[src/rtl/seg7_pkg.sv]
// Shared constants for the seven-segment scan decoder: glyph codes, special
// nibble codes and the output-stage state encoding.
package seg7_pkg;

  localparam logic [6:0] GLYPH_0 = 7'h7E;
  localparam logic [6:0] GLYPH_1 = 7'h30;
  localparam logic [6:0] GLYPH_2 = 7'h6D;
  localparam logic [6:0] GLYPH_3 = 7'h79;
  localparam logic [6:0] GLYPH_4 = 7'h33;
  localparam logic [6:0] GLYPH_5 = 7'h5B;
  localparam logic [6:0] GLYPH_6 = 7'h5F;
  localparam logic [6:0] GLYPH_7 = 7'h70;
  localparam logic [6:0] GLYPH_8 = 7'h7F;
  localparam logic [6:0] GLYPH_9 = 7'h7B;
  localparam logic [6:0] GLYPH_BLANK = 7'h00;

  // Alternate renderings some displays use for 6, 7 and 9
  localparam logic [6:0] GLYPH_ALT_6 = 7'h1F;
  localparam logic [6:0] GLYPH_ALT_7 = 7'h72;
  localparam logic [6:0] GLYPH_ALT_9 = 7'h73;

  localparam logic [3:0] BLANK_CODE = 4'hA;
  localparam logic [3:0] ERR_CODE   = 4'hF;

  typedef enum logic {
    EMPTY   = 1'b0,
    PRESENT = 1'b1
  } out_state_e;

endpackage

[src/rtl/seg7_glyph_decode.sv]
// Combinational seven-segment glyph to BCD nibble decoder.
// Define SEG7_ALT_GLYPH_EN to also accept the alternate 6/7/9 glyphs.
module seg7_glyph_decode
  import seg7_pkg::*;
(
  input  logic [6:0] glyph,
  output logic [3:0] nibble,
  output logic       err
);

  always_comb begin
    nibble = ERR_CODE;
    err    = 1'b1;
    case (glyph)
      GLYPH_0:     begin nibble = 4'd0;       err = 1'b0; end
      GLYPH_1:     begin nibble = 4'd1;       err = 1'b0; end
      GLYPH_2:     begin nibble = 4'd2;       err = 1'b0; end
      GLYPH_3:     begin nibble = 4'd3;       err = 1'b0; end
      GLYPH_4:     begin nibble = 4'd4;       err = 1'b0; end
      GLYPH_5:     begin nibble = 4'd5;       err = 1'b0; end
      GLYPH_6:     begin nibble = 4'd6;       err = 1'b0; end
      GLYPH_7:     begin nibble = 4'd7;       err = 1'b0; end
      GLYPH_8:     begin nibble = 4'd8;       err = 1'b0; end
      GLYPH_9:     begin nibble = 4'd9;       err = 1'b0; end
      GLYPH_BLANK: begin nibble = BLANK_CODE; err = 1'b0; end
`ifdef SEG7_ALT_GLYPH_EN
      GLYPH_ALT_6: begin nibble = 4'd6;       err = 1'b0; end
      GLYPH_ALT_7: begin nibble = 4'd7;       err = 1'b0; end
      GLYPH_ALT_9: begin nibble = 4'd9;       err = 1'b0; end
`endif
      default: begin
        nibble = ERR_CODE;
        err    = 1'b1;
      end
    endcase
  end

endmodule

[src/rtl/seg7_scan_decoder.sv]
// Decodes a multiplexed seven-segment scan into debounced BCD frames with a
// valid/ready output stage. Glyph set widens with SEG7_ALT_GLYPH_EN.
module seg7_scan_decoder
  import seg7_pkg::*;
#(
  parameter int NUM_DIGITS    = 4,
  parameter int STABLE_CYCLES = 3
) (
  input  logic                    clk,
  input  logic                    rst_n,
  input  logic [6:0]              seg_in,
  input  logic [NUM_DIGITS-1:0]   dig_sel,
  output logic [4*NUM_DIGITS-1:0] bcd_out,
  output logic [NUM_DIGITS-1:0]   digit_err,
  output logic                    frame_valid,
  input  logic                    frame_ready,
  output logic                    overrun
);

  localparam logic [3:0] STABLE_MAX = 4'(STABLE_CYCLES);

  logic [6:0]              seg_q, seg_d, seg_prev_q, seg_prev_d;
  logic [NUM_DIGITS-1:0]   sel_q, sel_d, sel_prev_q, sel_prev_d;
  logic [3:0]              cnt_q, cnt_d;
  logic [NUM_DIGITS-1:0]   mask_q, mask_d;
  logic [4*NUM_DIGITS-1:0] coll_bcd_q, coll_bcd_d;
  logic [NUM_DIGITS-1:0]   coll_err_q, coll_err_d;

  logic                    sel_onehot;
  logic                    capture;
  logic                    frame_done;
  logic [3:0]              glyph_nibble;
  logic                    glyph_err;

  out_state_e              state_q;
  logic [4*NUM_DIGITS-1:0] bcd_q;
  logic [NUM_DIGITS-1:0]   err_q;
  logic                    frame_valid_q;
  logic                    overrun_q;

  seg7_glyph_decode u_decode (
    .glyph  (seg_q),
    .nibble (glyph_nibble),
    .err    (glyph_err)
  );

  always_comb begin
    seg_d      = seg_in;
    sel_d      = dig_sel;
    seg_prev_d = seg_q;
    sel_prev_d = sel_q;

    sel_onehot = (sel_q != '0) && ((sel_q & (sel_q - NUM_DIGITS'(1))) == '0);

    if (!sel_onehot || (seg_q != seg_prev_q) || (sel_q != sel_prev_q)) begin
      cnt_d = '0;
    end else if (cnt_q < STABLE_MAX) begin
      cnt_d = cnt_q + 4'd1;
    end else begin
      cnt_d = cnt_q;
    end

    capture    = (cnt_q == STABLE_MAX - 4'd1) && (cnt_d == STABLE_MAX);
    frame_done = &mask_q;

    // A capture landing in the clearing cycle starts the next frame's mask
    mask_d     = frame_done ? '0 : mask_q;
    coll_bcd_d = coll_bcd_q;
    coll_err_d = coll_err_q;
    if (capture) begin
      mask_d = mask_d | sel_q;
      for (int i = 0; i < NUM_DIGITS; i++) begin
        if (sel_q[i]) begin
          coll_bcd_d[4*i +: 4] = glyph_nibble;
          coll_err_d[i]        = glyph_err;
        end
      end
    end
  end

  always_ff @(posedge clk) begin
    if (!rst_n) begin
      seg_q      <= '0;
      sel_q      <= '0;
      seg_prev_q <= '0;
      sel_prev_q <= '0;
      cnt_q      <= '0;
      mask_q     <= '0;
      coll_bcd_q <= '0;
      coll_err_q <= '0;
    end else begin
      seg_q      <= seg_d;
      sel_q      <= sel_d;
      seg_prev_q <= seg_prev_d;
      sel_prev_q <= sel_prev_d;
      cnt_q      <= cnt_d;
      mask_q     <= mask_d;
      coll_bcd_q <= coll_bcd_d;
      coll_err_q <= coll_err_d;
    end
  end

  // Output stage: a presented frame is frozen until accepted; later frames drop
  always_ff @(posedge clk) begin
    if (!rst_n) begin
      state_q       <= EMPTY;
      bcd_q         <= '0;
      err_q         <= '0;
      frame_valid_q <= 1'b0;
      overrun_q     <= 1'b0;
    end else begin
      case (state_q)
        EMPTY: begin
          if (frame_done) begin
            bcd_q         <= coll_bcd_q;
            err_q         <= coll_err_q;
            frame_valid_q <= 1'b1;
            state_q       <= PRESENT;
          end
        end
        PRESENT: begin
          if (frame_ready) begin
            if (frame_done) begin
              bcd_q         <= coll_bcd_q;
              err_q         <= coll_err_q;
              frame_valid_q <= 1'b1;
            end else begin
              frame_valid_q <= 1'b0;
              state_q       <= EMPTY;
            end
          end else if (frame_done) begin
            overrun_q <= 1'b1;
          end
        end
        default: begin
          frame_valid_q <= 1'b0;
          state_q       <= EMPTY;
        end
      endcase
    end
  end

  assign bcd_out     = bcd_q;
  assign digit_err   = err_q;
  assign frame_valid = frame_valid_q;
  assign overrun     = overrun_q;

endmodule

[config.mk]
export PLATFORM = sky130hd
export DESIGN_NAME = seg7_scan_decoder
export DESIGN_NICKNAME = d
export VERILOG_FILES = /design/src/rtl/seg7_pkg.sv /design/src/rtl/seg7_glyph_decode.sv /design/src/rtl/seg7_scan_decoder.sv
export SDC_FILE = /design/constraint.sdc
export NUM_CORES = 1
export LEC_CHECK = 0
export CAP_MARGIN = 20
export CORE_MARGIN = 2
export CORE_UTILIZATION = 45
export DETAILED_ROUTE_END_ITERATION = 7
export HOLD_SLACK_MARGIN = 0.05
export PLACE_DENSITY = 0.79
export SYNTH_ARGS = -nofsm -noshare
export SYNTH_HDL_FRONTEND = slang
export SYNTH_SLANG_ARGS = --single-unit
[constraint.sdc]
create_clock -name clk -period 3.9 [get_ports clk]
set_input_delay 0.78 -clock clk [delete_from_list [all_inputs] [get_ports clk]]
set_output_delay 0.78 -clock clk [all_outputs]
set_load 0.01 [all_outputs]
-- Word-level counts from Yosys, hierarchy flattened
Index checks and enable logic that the tools add are counted.
- flip-flop bits (word level): 73
- word-level logic and storage cells: 76
- input bits: 14
- add/sub/neg operators: 2
- multiplexer cells: 18
- bitwise logic cells: 4
- reduce and logical (&&, ||, !) cells: 16
- order comparisons: 1
- equal/unequal tests: 16
- operators by type and width (cell ; number):
    equality test 7 bit, second input constant ; 8
    one-hot mux 4 bit (11 select lines) ; 1
    2-to-1 mux 16 bit ; 2
    one-hot mux 16 bit (2 select lines) ; 1
    2-to-1 mux 4 bit ; 6
    equality test 7 x 6 -> 1 bit, second input constant ; 2
    OR reduction 11 bit ; 1
    AND reduction 2 bit ; 5
    equality test 4 x 2 -> 1 bit, second input constant ; 2
    one-hot mux 4 bit (2 select lines) ; 1
    logical NOT 7 bit ; 1
    inequality test 7 bit ; 1
    AND reduction 6 bit ; 1
    2-to-1 mux 1 bit ; 5
    adder 4 x 1 -> 4 bit, second input constant ; 1
    bitwise AND 4 bit ; 1
    logical NOT 4 bit ; 1
    less-than comparator 4 x 2 -> 1 bit, second input constant ; 1
    inequality test 2 bit, second input constant ; 2
    inequality test 4 bit ; 1
    OR 4 bit ; 1
    one-hot mux 1 bit (2 select lines) ; 2
    AND reduction 4 bit ; 1
    nonzero test 4 bit ; 1
    other kinds (5) ; 8

-- Longest topological paths before layout
- depth after elaboration: 11
- gate-level depth with buffers: 8
- depth with buffers taken out: 7

-- Modules after synthesis
A second synthesis with hierarchy kept.
- cell total of the unflattened synthesis: 317
- area total of the unflattened synthesis: 3010.4 sq um
- modules (own cells, without submodules) (module ; area an instance (sq um) ; times used ; cells an instance):
    seg7_scan_decoder ; 2682.6 ; 1 ; 271
    seg7_glyph_decode ; 327.8 ; 1 ; 46

-- Least setup slack after synthesis
Ideal clock, no wire load.
- path type: register to register
- start: register cnt_q[0]
- end: register coll_bcd_q[7]
- cell stages (with the launch flop): 8
- data required time: 3.769 ns
- setup slack: 1.605 ns
- data arrival time: 2.163 ns
- cells stage by stage: dfxtp_1 > inv_1 > ha_1 > or3_1 > a2111oi_4 > nand2_1 > a2111oi_0 > nor3_1
- cells in the longest elaborated chain, start to end: 6
- ends and longest elaborated chain (item ; RTL line ; RTL):
    from (decl) ; seg7_scan_decoder.sv:24 ; logic [3:0] cnt_q, cnt_d;
    from (signal assigned) ; seg7_scan_decoder.sv:96 ; cnt_q <= cnt_d;
    adder 4 x 1 -> 4 bit / less-than comparator 4 x 2 -> 1 bit (equally long branches) ; seg7_scan_decoder.sv:58, seg7_scan_decoder.sv:57 ;
    2-to-1 mux 4 bit ; seg7_scan_decoder.sv:57 ; end else if (cnt_q < STABLE_MAX) begin
    2-to-1 mux 4 bit ; seg7_scan_decoder.sv:55 ; if (!sel_onehot || (seg_q != seg_prev_q) || (sel_q != sel_prev_q)) begin
    equality test 4 x 2 -> 1 bit ; seg7_scan_decoder.sv:63 ; capture = (cnt_q == STABLE_MAX - 4'd1) && (cnt_d == STABLE_MAX);
    logical AND 1 bit * ; seg7_scan_decoder.sv:63 ;
    AND reduction 2 bit (no line) * ; -- ;
    to (signal assigned) ; seg7_scan_decoder.sv:98 ; coll_bcd_q <= coll_bcd_d;
    to (decl) ; seg7_scan_decoder.sv:26 ; logic [4*NUM_DIGITS-1:0] coll_bcd_q, coll_bcd_d;
Mark *: on every way between the ends. The rest lies on a longest branch, timed or not.
A chain may end at the register's enable or synchronous reset.

-- Worst setup path in the final report
- start: register cnt_q[0]
- end: register coll_bcd_q[11]
The elaborated chain is that of the path after synthesis.

==> impl_metrics.env <==
export IMPL_synthesis_nets=347
export IMPL_worst_slew_pin_slew_ns=0.916
export IMPL_startpoint_type="register"
export IMPL_synth_yosys_warnings=0
export IMPL_globalplace_congestion=0.870
export IMPL_async_flop_share_pct=0
export IMPL_die_y_microns=85.1
export IMPL_core_area_sq_mm=0.00635
export IMPL_hp_class="reg -> reg"
export IMPL_die_area_sq_mm=0.00724
export IMPL_first_global_vias=2162
export IMPL_final_setup_skew_ns=0.0115
export IMPL_design_final_nets=373
export IMPL_slew_limit_headroom_pct=38.9
export IMPL_antennaDiodeCount=0
export IMPL_grt_start_max_net_pins=49
export IMPL_cts_buffers=9
export IMPL_clk_root_buffer_cell="clkbuf_8"
export IMPL_clock_sink_count=73
export IMPL_dpl_instance_area_sq_mm=0.00331
export IMPL_initial_core_utilization_pct=46.6
export IMPL_clock_tree_from_tritoncts="yes"
export IMPL_wirelength_routed_microns=5690
export IMPL_p_leak_nw=1.20
export IMPL_antenna_violations_before_repair=0
export IMPL_first_pass_grt_wire_length_microns=9880
export IMPL_globalRouteTotalUtil_pct=17.2
export IMPL_clkTransAtPathRegs_ns=0.08
export IMPL_drc_violations_left=0
export IMPL_totalNegativeSetupSlack_ns=0
export IMPL_clk_latency_ns=0.35
export IMPL_number_of_search_and_repair_iterations_in_the_first_detailed_routing_pass=4
export IMPL_dieWidth_microns=85.1
export IMPL_core_rowCount=29
export IMPL_ioPinCount=36
export IMPL_cts_hold_repair_buffers=0
export IMPL_timing_final_max_slew_violations=0
export IMPL_arrival_ns=2.80
export IMPL_cp_max_fo=8
export IMPL_count_of_distinct_cell_types_in_the_synthesized_netlist=42
export IMPL_wp_data_required_ns=4.12
export IMPL_setup_worst_path_end_class="register"
export IMPL_clock_period_minus_worst_slack_ns=2.58
export IMPL_syn_mean_instance_area_sq_um=8.94
export IMPL_antenna_violating_nets_post_route=0
export IMPL_final_fill_count=562
export IMPL_synthesis_instances=331
export IMPL_synth_seq_cells=73
export IMPL_ctsResizeCount=0
export IMPL_p_per_area_mw_per_mm2=409
export IMPL_fin_util_pct=55.4
export IMPL_drtIter0Drc=232
export IMPL_layout_worst_path_cycle_share_pct=66.2
export IMPL_holdWs_ns=0.451
export IMPL_cp_class="reg -> reg"
export IMPL_post_cts_buffers=0
export IMPL_maxClockFrequency_ghz=0.387
export IMPL_rsz0062_at_grt="false"
export IMPL_relative_area_change_from_synthesis_to_final_layout_pct=18.8
export IMPL_drive_above_1_share_pct=6.35
export IMPL_max_cap_violations=0
export IMPL_routed_via_count=2415
export IMPL_stdcell_area_sq_mm=0.00352
export IMPL_clockBufferDepth=2
export IMPL_synth_area_sq_mm=0.00296
export IMPL_io_buffers=35
export IMPL_ys_dominant_reg_cell="dfxtp_1"
export IMPL_run_status="complete, no violations"
export IMPL_synth_edf_count=0
export IMPL_ir_worst_vdd_v=0.000286
export IMPL_yosysSeqAreaShare_pct=49.4
export IMPL_report_final_setup_viol=0
export IMPL_cts_htree_levels=3
export IMPL_hpwl_microns=3910
export IMPL_route_detailed_wl_per_inst_microns=13.0
export IMPL_ff2ff_setup_slack_ns=1.32
export IMPL_drt_vias_per_instance=5.50
export IMPL_globalRouteOverflowTotal=0
export IMPL_hold_viol_final=0
[Yosys cell counts, types with 4 or more instances]
library cell  count  area, sq um
nand4_1           5         31.3
nand3_1          10         50.1
buf_2             6         30.0
nor2_1           10         37.5
nor3_1           12         60.1
o21ai_0          10         50.1
nor4_1            5         31.3
a22oi_1           4         30.0
dfxtp_1          73         1460
nand2b_1          8         50.1
xor2_1           12          105
a21oi_1          43          215
and2_1           25          156
o21ai_1           4         20.0
a2111oi_0         8         70.1
nand2_1          45          169
clkbuf_1         12         45.0
inv_1             4         15.0
[layout by cell type (no fill, tap or decap), types with 5 or more instances in the layout]
cell	instances
a21oi_1	43
and2_1	25
a2111oi_0	8
nand4_1	5
nand2b_1	8
xor2_1	12
nand3_1	10
o21ai_0	10
nand2_1	45
nor3_1	12
dfxtp_1	73
clkbuf_8	11
clkdlybuf4s50_1	35
nor4_1	5
nor2_1	10
[sequential cells by signal, summed over array words and instances (netlist names)]
register,flops
frame_valid,1
seg_prev_q,7
state_q,1
mask_q,4
digit_err,4
coll_bcd_q,16
overrun,1
seg_prev_d,7
bcd_out,16
cnt_q,4
sel_prev_d,4
coll_err_q,4
sel_prev_q,4
[layout make-up]
| type | instances | area, sq um | share of cell area [%] |
|---|---|---|---|
| clock buffer | 12 | 155 | 4.41 |
| sequential | 73 | 1460 | 41.6 |
| tap | 77 | 96.3 | 2.74 |
| inverter | 4 | 15.0 | 0.427 |
| timing repair buffer | 38 | 373 | 10.6 |
| multi-input combinational | 231 | 1360 | 38.8 |
| clock inverter | 4 | 51.3 | 1.46 |
[metal layers]
| metal | wire [microns] | track usage, % |
|---|---|---|
| met2 | 2610 | 25.3 |
| met1 | 2620 | 22.1 |
| met3 | 363 | 6.52 |
| met5 | 0 | 0 |
| met4 | 97 | 8.37 |
[cell families (layout without fill, tap and decap cells)]
group	Yosys count	count (layout)	share of synthesized area, %
adder cells (fa/ha/maj)	2	2	0.845
buffers and inverters	27	58	4.56
XOR/XNOR	14	14	4.14
flip-flops	73	73	49.4
AO/OA/AOI/OAI	84	84	18.5
AND/OR/NAND/NOR	131	131	22.6
[critical path, cell delays in order (launching register included)]
cell and delay (ns):
dfxtp_1 0.41, inv_1 0.07, ha_1 0.30, or3_1 0.42
a2111oi_4 0.54, nand2_1 0.21, a2111oi_0 0.43, nor3_1 0.08
[power by group]
part,switching [mW],internal [mW]
Combinational,0.0374,0.0327
Sequential,0.0147,0.756
Clock,0.267,0.330
[metrics by stage]
stage	instances	setup slack (ns)	total power, mW
finish	439	1.32	1.44
global route	439	1.06	1.51
CTS	439	1.29	1.45
detailed placement	423	1.29	0.857
global placement	423	1.42	0.855
floorplan	331	1.61	0.834
[final timing paths]
kind / from / end / cells after the start
min: coll_err_q[3] / digit_err[3] / 2
max reg2reg: cnt_q[0] / coll_bcd_q[11] / 7
max: cnt_q[0] / coll_bcd_q[11] / 7
min reg2reg: coll_err_q[3] / digit_err[3] / 2
No activity file was read; power rests on OpenSTA's default activity.
